### src/rtl/mc_ctrl_fsm.sv
// Multi-cycle MIPS control unit: sequences each instruction through IF/ID/EX/MEM/WB.
// Define MC_PERF_CNT_EN to add the cycle_cnt / retire_cnt performance counters.
module mc_ctrl_fsm (
    input  logic        clk,
    input  logic        resetn,
    input  logic [5:0]  opcode,
    input  logic [5:0]  funct,
    input  logic        alu_zero,
    input  logic        inst_ready,
    input  logic        mem_ready,
    output logic        inst_req,
    output logic        mem_read,
    output logic        mem_write,
    output logic        ir_write,
    output logic        pc_write,
    output logic [1:0]  pc_src,
    output logic [1:0]  alu_src_a,
    output logic [1:0]  alu_src_b,
    output logic [2:0]  alu_op,
    output logic        reg_write,
    output logic [1:0]  reg_dst,
    output logic [1:0]  mem_to_reg,
    output logic        illegal
`ifdef MC_PERF_CNT_EN
    ,
    output logic [31:0] cycle_cnt,
    output logic [31:0] retire_cnt
`endif
);

    typedef enum logic [2:0] {
        S_INIT,
        S_IF,
        S_ID,
        S_EX,
        S_MEM,
        S_WB
    } state_e;

    typedef enum logic [3:0] {
        C_ILLEGAL,
        C_R_ALU,
        C_I_ALU,
        C_LW,
        C_SW,
        C_BEQ,
        C_BNE,
        C_J,
        C_JAL,
        C_JR
    } class_e;

    localparam logic [2:0] ALU_AND  = 3'b000;
    localparam logic [2:0] ALU_OR   = 3'b001;
    localparam logic [2:0] ALU_ADD  = 3'b010;
    localparam logic [2:0] ALU_SLL  = 3'b011;
    localparam logic [2:0] ALU_SLTU = 3'b100;
    localparam logic [2:0] ALU_LUI  = 3'b101;
    localparam logic [2:0] ALU_SUB  = 3'b110;
    localparam logic [2:0] ALU_SLT  = 3'b111;

    localparam logic [1:0] SRC_A_PC    = 2'b00;
    localparam logic [1:0] SRC_A_RS    = 2'b01;
    localparam logic [1:0] SRC_A_SHAMT = 2'b10;

    localparam logic [1:0] SRC_B_RT    = 2'b00;
    localparam logic [1:0] SRC_B_FOUR  = 2'b01;
    localparam logic [1:0] SRC_B_IMM   = 2'b10;
    localparam logic [1:0] SRC_B_BOFS  = 2'b11;

    localparam logic [1:0] PC_ALU    = 2'b00;
    localparam logic [1:0] PC_ALUOUT = 2'b01;
    localparam logic [1:0] PC_JUMP   = 2'b10;
    localparam logic [1:0] PC_RS     = 2'b11;

    localparam logic [1:0] DST_RT = 2'b00;
    localparam logic [1:0] DST_RD = 2'b01;
    localparam logic [1:0] DST_RA = 2'b10;

    localparam logic [1:0] WB_ALUOUT = 2'b00;
    localparam logic [1:0] WB_MDR    = 2'b01;
    localparam logic [1:0] WB_PC     = 2'b10;

    state_e     state_q, state_d;
    logic       illegal_q, illegal_d;
    class_e     instr_class;
    logic [2:0] ex_alu_op;
    logic       is_sll;

    // IR is stable from ID through WB, so decoding straight from opcode/funct is safe.
    always_comb begin
        instr_class = C_ILLEGAL;
        ex_alu_op   = ALU_ADD;
        case (opcode)
            6'b000000: begin
                instr_class = C_R_ALU;
                case (funct)
                    6'b100001: ex_alu_op = ALU_ADD;
                    6'b100011: ex_alu_op = ALU_SUB;
                    6'b100100: ex_alu_op = ALU_AND;
                    6'b100101: ex_alu_op = ALU_OR;
                    6'b101010: ex_alu_op = ALU_SLT;
                    6'b101011: ex_alu_op = ALU_SLTU;
                    6'b000000: ex_alu_op = ALU_SLL;
                    6'b001000: instr_class = C_JR;
                    default:   instr_class = C_ILLEGAL;
                endcase
            end
            6'b001001: begin instr_class = C_I_ALU; ex_alu_op = ALU_ADD;  end
            6'b001010: begin instr_class = C_I_ALU; ex_alu_op = ALU_SLT;  end
            6'b001011: begin instr_class = C_I_ALU; ex_alu_op = ALU_SLTU; end
            6'b001111: begin instr_class = C_I_ALU; ex_alu_op = ALU_LUI;  end
            6'b100011: instr_class = C_LW;
            6'b101011: instr_class = C_SW;
            6'b000100: instr_class = C_BEQ;
            6'b000101: instr_class = C_BNE;
            6'b000010: instr_class = C_J;
            6'b000011: instr_class = C_JAL;
            default:   instr_class = C_ILLEGAL;
        endcase
    end

    assign is_sll = (opcode == 6'b000000) && (funct == 6'b000000);

    always_comb begin
        // NOTE: every output and next-state value gets a default here so no path infers a latch.
        state_d    = state_q;
        illegal_d  = illegal_q;
        inst_req   = 1'b0;
        mem_read   = 1'b0;
        mem_write  = 1'b0;
        ir_write   = 1'b0;
        pc_write   = 1'b0;
        pc_src     = PC_ALU;
        alu_src_a  = SRC_A_PC;
        alu_src_b  = SRC_B_RT;
        alu_op     = ALU_AND;
        reg_write  = 1'b0;
        reg_dst    = DST_RT;
        mem_to_reg = WB_ALUOUT;

        unique case (state_q)
            S_INIT: state_d = S_IF;

            S_IF: begin
                inst_req  = 1'b1;
                alu_src_a = SRC_A_PC;
                alu_src_b = SRC_B_FOUR;
                alu_op    = ALU_ADD;
                if (inst_ready) begin
                    ir_write = 1'b1;
                    pc_write = 1'b1;
                    pc_src   = PC_ALU;
                    state_d  = S_ID;
                end
            end

            S_ID: begin
                alu_src_a = SRC_A_PC;
                alu_src_b = SRC_B_BOFS;
                alu_op    = ALU_ADD;
                if (instr_class == C_ILLEGAL) begin
                    illegal_d = 1'b1;
                    state_d   = S_IF;
                end else begin
                    state_d = S_EX;
                end
            end

            S_EX: begin
                case (instr_class)
                    C_R_ALU: begin
                        alu_src_a = is_sll ? SRC_A_SHAMT : SRC_A_RS;
                        alu_src_b = SRC_B_RT;
                        alu_op    = ex_alu_op;
                        state_d   = S_WB;
                    end
                    C_I_ALU: begin
                        alu_src_a = SRC_A_RS;
                        alu_src_b = SRC_B_IMM;
                        alu_op    = ex_alu_op;
                        state_d   = S_WB;
                    end
                    C_LW, C_SW: begin
                        alu_src_a = SRC_A_RS;
                        alu_src_b = SRC_B_IMM;
                        alu_op    = ALU_ADD;
                        state_d   = S_MEM;
                    end
                    C_BEQ, C_BNE: begin
                        alu_src_a = SRC_A_RS;
                        alu_src_b = SRC_B_RT;
                        alu_op    = ALU_SUB;
                        pc_src    = PC_ALUOUT;
                        pc_write  = (instr_class == C_BEQ) ? alu_zero : !alu_zero;
                        state_d   = S_IF;
                    end
                    C_J: begin
                        pc_write = 1'b1;
                        pc_src   = PC_JUMP;
                        state_d  = S_IF;
                    end
                    C_JAL: begin
                        // PC was already advanced in IF, so the link value is simply PC.
                        pc_write   = 1'b1;
                        pc_src     = PC_JUMP;
                        reg_write  = 1'b1;
                        reg_dst    = DST_RA;
                        mem_to_reg = WB_PC;
                        state_d    = S_IF;
                    end
                    C_JR: begin
                        pc_write = 1'b1;
                        pc_src   = PC_RS;
                        state_d  = S_IF;
                    end
                    default: state_d = S_IF;
                endcase
            end

            S_MEM: begin
                if (instr_class == C_LW) begin
                    mem_read = 1'b1;
                    if (mem_ready) state_d = S_WB;
                end else if (instr_class == C_SW) begin
                    mem_write = 1'b1;
                    if (mem_ready) state_d = S_IF;
                end else begin
                    state_d = S_IF;
                end
            end

            S_WB: begin
                reg_write = 1'b1;
                if (instr_class == C_R_ALU) begin
                    reg_dst    = DST_RD;
                    mem_to_reg = WB_ALUOUT;
                end else if (instr_class == C_LW) begin
                    reg_dst    = DST_RT;
                    mem_to_reg = WB_MDR;
                end else begin
                    reg_dst    = DST_RT;
                    mem_to_reg = WB_ALUOUT;
                end
                state_d = S_IF;
            end

            default: state_d = S_INIT;
        endcase
    end

    // NOTE: state registers use non-blocking assignments; all of them are reset since none is a memory array.
    always_ff @(posedge clk or negedge resetn) begin
        if (!resetn) begin
            state_q   <= S_INIT;
            illegal_q <= 1'b0;
        end else begin
            state_q   <= state_d;
            illegal_q <= illegal_d;
        end
    end

    assign illegal = illegal_q;

`ifdef MC_PERF_CNT_EN
    logic [31:0] cycle_cnt_q, cycle_cnt_d;
    logic [31:0] retire_cnt_q, retire_cnt_d;
    logic        retire;

    // An instruction retires whenever control falls back into IF from a later state.
    assign retire = (state_d == S_IF) &&
                    ((state_q == S_ID) || (state_q == S_EX) ||
                     (state_q == S_MEM) || (state_q == S_WB));

    always_comb begin
        cycle_cnt_d  = cycle_cnt_q;
        retire_cnt_d = retire_cnt_q;
        if (state_q != S_INIT) cycle_cnt_d = cycle_cnt_q + 32'd1;
        if (retire)            retire_cnt_d = retire_cnt_q + 32'd1;
    end

    always_ff @(posedge clk or negedge resetn) begin
        if (!resetn) begin
            cycle_cnt_q  <= 32'd0;
            retire_cnt_q <= 32'd0;
        end else begin
            cycle_cnt_q  <= cycle_cnt_d;
            retire_cnt_q <= retire_cnt_d;
        end
    end

    assign cycle_cnt  = cycle_cnt_q;
    assign retire_cnt = retire_cnt_q;
`endif

endmodule

### config.mk
export PLATFORM = sky130hd
export DESIGN_NAME = mc_ctrl_fsm
export DESIGN_NICKNAME = d
export VERILOG_FILES = /design/src/rtl/mc_ctrl_fsm.sv
export SDC_FILE = /design/constraint.sdc
export NUM_CORES = 1
export LEC_CHECK = 0
export BUFFER_PORTS_ARGS = -buffer_cell sky130_fd_sc_hd__buf_2
export CORE_ASPECT_RATIO = 1.5
export CORE_UTILIZATION = 45
export DETAILED_ROUTE_END_ITERATION = 10
export PLACE_DENSITY = 0.76
export SLEW_MARGIN = 20
export SYNTH_ARGS = -nofsm -noshare
export SYNTH_HDL_FRONTEND = slang
export SYNTH_SLANG_ARGS = --single-unit
### constraint.sdc
create_clock -name clk -period 2.2 [get_ports clk]
set_input_delay 0.22 -clock clk [delete_from_list [all_inputs] [get_ports clk]]
set_output_delay 0.22 -clock clk [all_outputs]
set_load 0.01 [all_outputs]
==> Word-level counts from Yosys, hierarchy flattened <==
Cells that the tools add are included.
{ "classes": {"mux": 40, "reduce_logical": 19, "n_eq_ne": 34} }
{ "ops": {"columns": ["cell", "n"], "rows": [
  ["equality test 6 bit (second input constant)", 8],
  ["case mux 4 bit (8 select lines)", 1],
  ["equality test 6 x 4 -> 1 bit (second input constant)", 5],
  ["case mux 3 bit (6 select lines)", 1],
  ["equality test 4 x 3 -> 1 bit (second input constant)", 4],
  ["2-to-1 mux 3 bit", 5],
  ["case mux 3 bit (5 select lines)", 1],
  ["2-to-1 mux 1 bit", 13],
  ["equality test 6 x 2 -> 1 bit (second input constant)", 2],
  ["equality test 6 x 3 -> 1 bit (second input constant)", 2],
  ["logical NOT 6 bit", 2],
  ["2-to-1 mux 2 bit", 6],
  ["case mux 2 bit (2 select lines)", 3],
  ["case mux 2 bit (3 select lines)", 2],
  ["case mux 3 bit (2 select lines)", 2],
  ["case mux 3 bit (4 select lines)", 1],
  ["OR reduction 2 bit", 6],
  ["case mux 3 bit (3 select lines)", 1],
  ["equality test 4 x 2 -> 1 bit (second input constant)", 2],
  ["equality test 4 bit (second input constant)", 2],
  ["case mux 4 bit (2 select lines)", 1],
  ["OR reduction 7 bit", 1],
  ["equality test 3 x 2 -> 1 bit (second input constant)", 2],
  ["equality test 3 bit (second input constant)", 2],
  ["other kinds (14)", 18]
]} }
{ "totals": {"out_inout_bits": 20, "in_bits": 17, "word_cells": 95, "register_bits": 4} }

==> Depth between registers and ports, before layout <==
Gate-level depths: netlist of run 1.
{ "logic_depth": {"depth_word": 8, "depth_mapped": 7, "depth_no_buf": 6} }

==> Worst setup path after synthesis of run 1 <==
Ideal clock, no wire load.
{ "synth_path": {"path_type": "reg2out", "from": "reg state_q[2]", "to": "out pc_write", "slack_ns": 0.293, "required_time_ns": 1.980, "t_arrival_ns": 1.687, "stages_incl_launch_ff": 6, "n_path_buf": 1, "cell_sequence": "dfrtp_1 > nand2b_1 > or2_2 > clkbuf_1 > nor3b_1 > a311o_1"} }
{ "synth_between": {"elab_chain_cells": 2, "elab_cells_between_ends": 3, "cone_classes": "eq/ne (2); mux (1)"} }
{ "synth_rtl": {"columns": ["item", "line_no", "text"], "rows": [
  ["start, declared", "84", "state_e state_q, state_d;"],
  ["start signal, assigned", "258", "state_q <= state_d;"],
  ["equality test 3 x 2 -> 1 bit / equality test 3 x 1 -> 1 bit (equally long branches)", "142", "unique case (state_q)"],
  ["case mux 1 bit (2 select lines) (*)", "142", null],
  ["end, declared", "15", "output logic pc_write,"]
]} }
Mark *: on every way between the ends. The rest lies on a longest branch, timed or not.

==> Worst setup path in the final report of run 1 <==
{ "layout_path": {"from": "in funct[0]", "to": "out alu_op[0]"} }
{ "layout_between": {"elab_chain_cells": 8, "elab_cells_between_ends": 24, "cone_classes": "eq/ne (13); mux (6); reduce/logical (5)"} }
{ "layout_rtl": {"columns": ["item", "line_no", "text"], "rows": [
  ["start, declared", "7", "input logic [5:0] funct,"],
  ["equality test 6 bit / logical NOT 6 bit (equally long branches)", "97", "case (funct)"],
  ["OR reduction 7 bit (no line)", null, null],
  ["case mux 4 bit (2 select lines)", "97", null],
  ["case mux 4 bit (8 select lines)", "94", "case (opcode)"],
  ["equality test 4 x 3 -> 1 bit (tied with other cells)", "171", "case (instr_class)"],
  ["OR reduction 2 bit (on tied branches)", null, null],
  ["case mux 3 bit (3 select lines) (*)", "171", null],
  ["case mux 3 bit (2 select lines) (*)", "142", null],
  ["end, declared", "19", "output logic [2:0] alu_op,"]
]} }
Marked as above.

==> results of run 1 <==
[path summary, 6_finish.rpt]
kind / to / cells past startpoint / slack, ns / startpoint
worst max-delay path: alu_op[0] / 7 / 0.12 / funct[0]
worst min register to register: illegal$_DFFE_PN0P_ / 1 / 0.46 / illegal$_DFFE_PN0P_
worst min-delay path: state_q[0]$_DFFE_PN0P_ / 2 / 0.33 / resetn
min in group clk: state_q[1]$_DFFE_PN0P_ / 4 / 0.38 / inst_ready
worst max register to register: state_q[2]$_DFFE_PN0P_ / 3 / 0.77 / state_q[2]$_DFFE_PN0P_
max in group asynchronous: state_q[1]$_DFFE_PN0P_ / 2 / 1.75 / resetn
[power by group]
group	switching, µW	total [µW]	internal, µW
clock network	32.5	93.7	61.2
logic	151	256	105
registers	13.7	101	86.9
total	197	450	253
[logic make-up after synthesis]
| kind of cell | share of synthesized area, % |
|---|---|
| muxes | 1.690 |
| xor gates and xnor gates | 2.958 |
| DFF | 11.27 |
| AOI/OAI and AO/OA | 32.11 |
| buffers and inverters | 7.605 |
| and+or+nand+nor | 44.37 |
[flip-flops by register name (all words and copies together), names as in the netlist]
name / cells
state_q: 3
illegal: 1
[per-stage QoR]
| step | hold WS, ns | setup WS, ns | total power (µW) |
|---|---|---|---|
| floorplan | -0.07559 | 0.2926 | 264.4 |
| global placement | 0.02682 | 0.1629 | 346.4 |
| detailed placement | 0.02794 | 0.1164 | 352.2 |
| CTS | 0.3054 | 0.03380 | 448.9 |
| global route | 0.3433 | 0.01528 | 491.8 |
| finish | 0.3258 | 0.1219 | 450.4 |
[what timing repair did]
item	in CTS	in global routing
setup endpoints to repair	0	4
hold endpoints to repair	4	0
hold buffers	1	0
gates resized for setup	0	3
[area by class of cell]
type                    count  area, µm²  share of cell area, %
repair buffers             40      212.7                  19.23
multi-input cells         113      733.2                  66.29
clock buffers               3      22.52                  2.036
well taps                  21      26.28                  2.376
inverters                   3      11.26                  1.018
flip-flops and latches      4      100.1                  9.050
[worst reg2reg max path, cell delays in order, from the launching register on]
cell and delay [ns]:
dfrtp_1 0.43, nand2b_1 0.25, or2_2 0.41, o31ai_1 0.26
[synth_stat cells, drive strengths merged (4+ instances only)]
library cell	number	area share, %
a21o	4	3.4
nand2	11	4.6
a31oi	4	2.8
o21ai	10	5.6
a21oi	6	3.8
nand3	6	3.4
dfrtp	4	11
buf	6	5.1
or2	5	3.5
nand2b	5	3.5
nor2	20	8.7
nor4	4	5.2
[metal layers]
layer	GRT usage (%)	vias up
met1	26.76	508
met5	0	-
met2	46.97	39
met3	2.372	2
li1	-	546
met4	10.71	0
==> results.md, run 1 <==
- Clock tree from TritonCTS: built
- Vias after detailed routing: 1095
- Most common cell after layout, fill and taps aside: buf_2
- Port bufs: 36
- IO Pins: 37
- Vias in the first global route: 978
- Util after Layout: 59.65%
- Core area: 1854 µm²
- Most frequent cells in the layout: 36 x buf_2, 19 x nor2_1, 11 x nand2_1
- DRC: 0
- Setup crit end kind: output port
- CP arrival: 1.86 ns
- Post-route ant nets: 0
- Worst path required time: 1.98 ns
- GPL Wtd Cong: 0.8041
- Total grt overflow: 0
- Fill count: 182
- Syn Inst Count: 129
- Unrepaired setup endpoints after global routing: no
- Starting Density: 47.91%
- Layout cell share with drive strength beyond 1: 35.58%
- Max Fclk: 481.2 MHz
- Full die area: 2159 µm²
- TritonRoute pass-1 iters: 4
- Max incr delay on CP: 0.57 ns
- Design Area, Final: 1106 µm²
- Synth cell types: 46
- Final Cycle Share: 94.46%
- Final setup viols: 0
- Fin crit period: 2.078 ns
- Clk slew on worst S/H paths: 0.04 ns
- Ys async rst share: 100.0%
- Inst Count DP: 180
- Number of max-cap violations: 0
- Most used cell, CP: buf_2
- CTS Buffer Depth: 2
- Metal-1 WL: 955 µm
- Die height: 56.42 µm
- Final std cells w/o fill: 184
- Main synth FF type: dfrtp_1
- IR drop worst, VDD: 175.5 µV
- H-tree Lvls: 1
- Gr usage total: 25.36%
- NumNets Final: 182
- Crit-path cells: buf_2, or4_1, a21oi_2, nor2_2, xnor2_1, nor4_2, buf_2
- Largest net degree at the start of global routing: 14
- Buf/Inv on CP: 2
- Total Wirelength: 2502 µm
- Iter 0 DRT Violations: 16
- Sequential cell area fraction in the yosys report: 11.27%
- Layout area overhead: 24.51%
- Cell at the slowest stage of the critical path: or4_1
- CTS root buf: clkbuf_4
- Warnings from Yosys: 0
- Placement Cell Area: 1061 µm²
- Syn_nets: 146
- Leakage: 0.0004917 µW
- Antenna violations before repair: 0
- FP Rows: 19
- Final Skew: 0.003476 ns
- Slew @ Worst Pin: 0.4732 ns
- Clock Latency Late Sink: 0.24 ns
- Endpoints failing hold: 0
- CP delay by family, top: simple AND/OR/NAND/NOR gates
- Status: completed
- FF+latch count, synth: 4
- DR top layer: met4
- Die span in x: 38.28 µm
- Synthesized area per cell: 6.886 µm²
- Via/cell ratio: 5.951
- Met3 wire length: 119 µm
- Hold Path Class: in -> async
- Post-CTS Setup Inserts: 0
- CP Class: in -> out
- Critical Path Source Type: primary input
- Inserted Diodes: 0
- CTS Sinks: 4
- Average wire per standard cell: 13.60 µm
- Crit-path max FO: 7
- TNS Setup: 0 ns
- First-pass GRT wire length: 4105 µm
- Count of pins over their slew limit: 0
- Num CTS Buffers: 3
- HPWL Detailed: 1992 µm
- Synth Cell Area: 888.4 µm²
- EDFF count, synth: 0
- P per Cell Area: 407.3 nW/µm²
- Met2 WL: 1416 µm
- Slew margin rel.: 68.16%
Power figures use the tool's default switching activity.
==> run 2, diff against run 1 <==
==> config.mk (replaced) <==
export PLATFORM = sky130hd
export DESIGN_NAME = mc_ctrl_fsm
export DESIGN_NICKNAME = d
export VERILOG_FILES = /design/src/rtl/mc_ctrl_fsm.sv
export SDC_FILE = /design/constraint.sdc
export NUM_CORES = 1
export LEC_CHECK = 0
export CELL_PAD_IN_SITES_DETAIL_PLACEMENT = 0
export CELL_PAD_IN_SITES_GLOBAL_PLACEMENT = 2
export CORE_ASPECT_RATIO = 1.5
export CORE_UTILIZATION = 32
export DETAILED_ROUTE_END_ITERATION = 10
export DONT_BUFFER_PORTS = 1
export PLACE_DENSITY_LB_ADDON = 0.1
export SYNTH_ARGS = -nofsm -noshare
export SYNTH_HDL_FRONTEND = slang
export SYNTH_SLANG_ARGS = --single-unit
==> run 2 against run 1 <==
Net effect:
- worst setup slack better by 0.020 ns
- count of clock-buffer cells in the layout unchanged
- sequential cell count is the same
- power rose by 0.71%
- maximum frequency grew 0.96%
- non-clock buffer count decreased by 34
- hold slack got worse by 0.060 ns
- critical path depth down 3
- combinational power shrank 25%
- highest routed layer unchanged
- sequential share of layout area increased by 1.3 points
- final area down 13%
- cell count shrank 9.8%
==> results.md, run 2 (synthesis results as in run 1) <==
- Number of flip-flops under the largest register name: 3 (unchanged)
- CP arrival: 1.84 ns (was 1.86 ns)
- Total Wirelength: 2691 µm (was 2502 µm)
- Clock Latency Late Sink: 0.22 ns (was 0.24 ns)
- CTS Buffer Depth: 2 (unchanged)
- Count of pins over their slew limit: 0 (unchanged)
- Final Cycle Share: 93.57% (was 94.46%)
- Slew @ Worst Pin: 0.5472 ns (was 0.4732 ns)
- Clk slew on worst S/H paths: 0.03 ns (was 0.04 ns)
- CTS resizes: 0 (unchanged)
- Full die area: 2995 µm² (was 2159 µm²)
- Inserted Diodes: 0 (unchanged)
- Most common cell after layout, fill and taps aside: nor2_1 (was buf_2)
- GPL Wtd Cong: 0.7820 (was 0.8041)
- DRC: 0 (unchanged)
- First-pass GRT wire length: 4057 µm (was 4105 µm)
- Vias after detailed routing: 959 (was 1095)
- Iter 0 DRT Violations: 11 (was 16)
- Endpoints failing hold: 0 (unchanged)
- Slew margin rel.: 63.18% (was 68.16%)
- IO Pins: 37 (unchanged)
- Final setup viols: 0 (unchanged)
- Max incr delay on CP: 0.42 ns (was 0.57 ns)
- Status: completed (unchanged)
- Buf/Inv on CP: 0 (was 2)
- CP delay by family, top: simple AND/OR/NAND/NOR gates (unchanged)
- Via/cell ratio: 5.777 (was 5.951)
- Layout cell share with drive strength beyond 1: 17.83% (was 35.58%)
- Vias in the first global route: 889 (was 978)
- Leakage: 0.0003361 µW (was 0.0004917 µW)
- IR drop worst, VDD: 231.9 µV (was 175.5 µV)
- Num CTS Buffers: 3 (unchanged)
- Unrepaired setup endpoints after global routing: no (unchanged)
- Average wire per standard cell: 16.21 µm (was 13.60 µm)
- NumNets Final: 148 (was 182)
- Gr usage total: 18.95% (was 25.36%)
- Crit-path cells: nand2b_1, or2_2, nor3b_1, a311o_1 (was buf_2, or4_1, a21oi_2, nor2_2, xnor2_1, nor4_2, buf_2)
- Biggest register: state_q (unchanged)
- Final Skew: 0.001223 ns (was 0.003476 ns)
- P per Cell Area: 469.0 nW/µm² (was 407.3 nW/µm²)
- H-tree Lvls: 1 (unchanged)
- Largest net degree at the start of global routing: 14 (unchanged)
- Die height: 66.53 µm (was 56.42 µm)
- CTS root buf: clkbuf_8 (was clkbuf_4)
- Inst Count DP: 162 (was 180)
- Die span in x: 45.02 µm (was 38.28 µm)
- CP Class: reg -> out (was in -> out)
- Total grt overflow: 0 (unchanged)
- Worst path required time: 1.98 ns (about the same)
- TNS Setup: 0 ns (unchanged)
- Number of max-cap violations: 0 (unchanged)
- Starting Density: 33.55% (was 47.91%)
- Cell at the slowest stage of the critical path: dfrtp_1 (was or4_1)
- Fill count: 305 (was 182)
- HPWL Detailed: 2203 µm (was 1992 µm)
- TritonRoute pass-1 iters: 4 (unchanged)
- Core area: 2648 µm² (was 1854 µm²)
- Clock tree from TritonCTS: built (unchanged)
- Setup crit end kind: output port (unchanged)
- Layout area overhead: 8.873% (was 24.51%)
- FP Rows: 23 (was 19)
- Crit-path max FO: 9 (was 7)
- Final std cells w/o fill: 166 (was 184)
- Placement Cell Area: 915.9 µm² (was 1061 µm²)
- Most frequent cells in the layout: 19 x nor2_1, 11 x nand2_1, 9 x o21ai_0 (was 36 x buf_2, 19 x nor2_1, 11 x nand2_1)
- Max Fclk: 485.8 MHz (was 481.2 MHz)
- Critical Path Source Type: flop (was primary input)
- Post-route ant nets: 0 (unchanged)
- Fin crit period: 2.058 ns (was 2.078 ns)
- Hold Path Class: in -> async (unchanged)
- Port bufs: 0 (was 36)
- Antenna violations before repair: 0 (unchanged)
- CTS Sinks: 4 (unchanged)
- Design Area, Final: 967.2 µm² (was 1106 µm²)
run 2: final timing paths:
| path | start | slack (ns) | cells after the start | to |
|---|---|---|---|---|
| worst max-delay path | state_q[2]$_DFFE_PN0P_ | 0.14 | 4 | pc_write |
| max in group asynchronous | resetn | 1.76 | 1 | state_q[0]$_DFFE_PN0P_ |
| worst min register to register | illegal$_DFFE_PN0P_ | 0.52 | 1 | illegal$_DFFE_PN0P_ |
| min in group clk | opcode[4] | 0.27 | 3 | state_q[2]$_DFFE_PN0P_ |
| worst min-delay path | resetn | 0.27 | 1 | state_q[2]$_DFFE_PN0P_ |
| worst max register to register | state_q[2]$_DFFE_PN0P_ | 0.86 | 3 | state_q[2]$_DFFE_PN0P_ |
run 2: where the power goes:
group / switching (µW) / internal [µW]
Combinational: 116 / 75.6
Sequential: 16.2 / 87.0
Clock: 42.2 / 117
run 2: final cells by class:
type | count | area, µm² | share of cell area, %
Multi-Input combinational cell | 113 | 720.7 | 74.51
Sequential cell | 4 | 100.1 | 10.35
Clock buffer | 3 | 41.29 | 4.269
Tap cell | 37 | 46.29 | 4.787
Timing Repair Buffer | 6 | 47.55 | 4.916
Inverter | 3 | 11.26 | 1.164
run 2: per-stage QoR:
step | setup slack, ns | total power [µW] | hold slack (ns) | utilization (%)
6_report | 0.1416 | 453.7 | 0.2662 | 36.53
2_1_floorplan | 0.2926 | 264.4 | -0.07559 | -
5_1_grt | 0.05279 | 488.2 | 0.2802 | 36.53
4_1_cts | 0.1402 | 459.1 | 0.2655 | 36.53
3_5_place_dp | 0.2667 | 293.4 | -0.07550 | 34.59
3_3_place_gp | 0.3204 | 292.3 | -0.07551 | 34.59
run 2: layer usage:
layer	GRT usage (%)	share of wire (%)	up-vias
met3	3.794	4.2	7
li1	-	-	472
met4	10.98	3.2	0
met1	18.31	37	450
met5	0	0	-
met2	35.14	56	30
run 2: worst reg2reg max path, cell delays in order (launching register included):
cell and delay, ns:
dfrtp_1 0.42, nand2b_1 0.20, or2_2 0.39, o31ai_1 0.25
run 2: timing repair:
action | CTS | global route
hold endpoints to repair | 4 | 0
hold buffers | 1 | 0
buffers inserted | 0 | 0
==> run 3, diff against run 2 <==
--- a/config.mk
+++ b/config.mk
@@ -8,10 +8,12 @@
 export CELL_PAD_IN_SITES_DETAIL_PLACEMENT = 0
 export CELL_PAD_IN_SITES_GLOBAL_PLACEMENT = 2
 export CORE_ASPECT_RATIO = 1.5
+export CORE_MARGIN = 1.5
 export CORE_UTILIZATION = 32
 export DETAILED_ROUTE_END_ITERATION = 10
 export DONT_BUFFER_PORTS = 1
-export PLACE_DENSITY_LB_ADDON = 0.1
+export PLACE_DENSITY = 0.81
+export SKIP_CTS_REPAIR_TIMING = 1
 export SYNTH_ARGS = -nofsm -noshare
 export SYNTH_HDL_FRONTEND = slang
 export SYNTH_SLANG_ARGS = --single-unit
==> run 3 against run 2 <==
Net effect:
- sequential cell count is the same
- power down 2.6%
- non-clock buffer count unchanged
- sequential share of layout area down 0.053 points
- utilization is 0.19 points higher
- maximum frequency is 4.9% higher
- clock power barely moved
- critical endpoint is now alu_op[1]
- highest routed layer unchanged
==> results.md, run 3 (synthesis results as in run 1) <==
- Vias in the first global route: 903 (was 889)
- Count of pins over their slew limit: 0 (unchanged)
- CTS root buf: clkbuf_8 (unchanged)
- Pre-CTS setup slack: 0.2862 ns (was 0.2667 ns)
- Final Skew: 0.003299 ns (was 0.001223 ns)
- GPL Wtd Cong: 0.7690 (was 0.7820)
- Critical Path Source Type: flop (unchanged)
- Num CTS Buffers: 3 (unchanged)
- Gr usage total: 16.34% (was 18.95%)
- Setup WS post-layout: 0.2369 ns (was 0.1416 ns)
- Number of max-cap violations: 0 (unchanged)
- Post-route ant nets: 0 (unchanged)
- Largest net degree at the start of global routing: 14 (unchanged)
- Final std cells w/o fill: 166 (unchanged)
- Iter 0 DRT Violations: 25 (was 11)
- Port bufs: 0 (unchanged)
- P per Cell Area: 454.4 nW/µm² (was 469.0 nW/µm²)
- Starting Density: 33.55% (unchanged)
- HPWL Detailed: 1994 µm (was 2203 µm)
- DRC: 0 (unchanged)
- Hold_ws: 0.2687 ns (was 0.2662 ns)
- Via/cell ratio: 5.530 (was 5.777)
- Slew margin rel.: 68.68% (was 63.18%)
- Most frequent cells in the layout: 19 x nor2_1, 11 x nand2_1, 9 x o21ai_0 (unchanged)
- Number of flip-flops under the largest register name: 3 (unchanged)
- Total power: 441.8 µW (was 453.7 µW)
- H-tree Lvls: 1 (unchanged)
- Final setup viols: 0 (unchanged)
- Total Wirelength: 2422 µm (was 2691 µm)
- Die span in x: 46.02 µm (was 45.02 µm)
- Clk slew on worst S/H paths: 0.03 ns (about the same)
- CP Class: reg -> out (unchanged)
- Worst path required time: 1.98 ns (about the same)
- FP Rows: 23 (unchanged)
- Total grt overflow: 0 (unchanged)
- Unrepaired setup endpoints after global routing: no (unchanged)
- Clock tree from TritonCTS: built (unchanged)
- Status: completed (unchanged)
- Layout cell share with drive strength beyond 1: 18.60% (was 17.83%)
- Endpoints failing hold: 0 (unchanged)
- Most common cell after layout, fill and taps aside: nor2_1 (unchanged)
- Antenna violations before repair: 0 (unchanged)
- Layout area overhead: 9.437% (was 8.873%)
- IO Pins: 37 (unchanged)
- Inst Count DP: 162 (unchanged)
- CTS Sinks: 4 (unchanged)
- Fin crit period: 1.963 ns (was 2.058 ns)
- Core area: 2648 µm² (unchanged)
- Vias after detailed routing: 918 (was 959)
- Biggest register: state_q (unchanged)
- Die height: 67.53 µm (was 66.53 µm)
- Average wire per standard cell: 14.59 µm (was 16.21 µm)
- IR drop worst, VDD: 179.9 µV (was 231.9 µV)
- Setup crit end kind: output port (unchanged)
- CTS Buffer Depth: 2 (unchanged)
- Slew @ Worst Pin: 0.4656 ns (was 0.5472 ns)
- Inserted Diodes: 0 (unchanged)
- CP arrival: 1.74 ns (was 1.84 ns)
- Clock Latency Late Sink: 0.22 ns (about the same)
- Max Fclk: 509.4 MHz (was 485.8 MHz)
- NumNets Final: 148 (unchanged)
- First-pass GRT wire length: 3788 µm (was 4057 µm)
- TritonRoute pass-1 iters: 4 (unchanged)
- Full die area: 3108 µm² (was 2995 µm²)
- Leakage: 0.0003376 µW (was 0.0003361 µW)
- Final Cycle Share: 89.23% (was 93.57%)
- Crit-path max FO: 9 (unchanged)
- Hold Path Class: in -> async (unchanged)
- TNS Setup: 0 ns (unchanged)
## run 3: routing by layer
layer / vias up / wire length (µm) / global-route usage (%)
met4: 0 / 19 / 8.214
met3: 2 / 148 / 3.743
met5: - / 0 / 0
met2: 25 / 1319 / 31.42
met1: 417 / 935 / 14.92
li1: 474 / - / -
## run 3: worst paths after layout
check | slack (ns) | cells past startpoint | endpoint | startpoint
worst max-delay path | 0.24 | 3 | alu_op[1] | state_q[2]$_DFFE_PN0P_
worst min-delay path | 0.27 | 1 | state_q[2]$_DFFE_PN0P_ | resetn
worst max register to register | 0.77 | 3 | state_q[2]$_DFFE_PN0P_ | state_q[2]$_DFFE_PN0P_
worst min register to register | 0.53 | 1 | illegal$_DFFE_PN0P_ | illegal$_DFFE_PN0P_
max in group asynchronous | 1.76 | 1 | illegal$_DFFE_PN0P_ | resetn
min in group clk | 0.28 | 3 | state_q[2]$_DFFE_PN0P_ | opcode[4]
## run 3: through the flow
stage               utilization [%]  area, µm²
global route                  36.72      972.2
detailed placement            34.59      915.9
floorplan                         -      888.4
finish                        36.72      972.2
CTS                           36.15      957.2
global placement              34.59      915.9
## run 3: final cells by class
class,instances,area (µm²)
Clock buffer,3,41.29
Sequential cell,4,100.1
Inverter,3,11.26
Tap cell,37,46.29
Fill cell,301,1675
Multi-Input combinational cell,113,725.7
Timing Repair Buffer,6,47.55
## run 3: power breakdown
group	internal (µW)	total (µW)	switching [µW]
Clock	117	158	41.0
Sequential	87.0	103	16.3
Combinational	71.1	181	109
Total	275	442	167
## run 3: worst max-delay path, cell delays in order, from the launching register on
cell,delay (ns)
dfrtp_1,0.42
nand2b_1,0.24
or2_2,0.41
o31ai_1,0.46
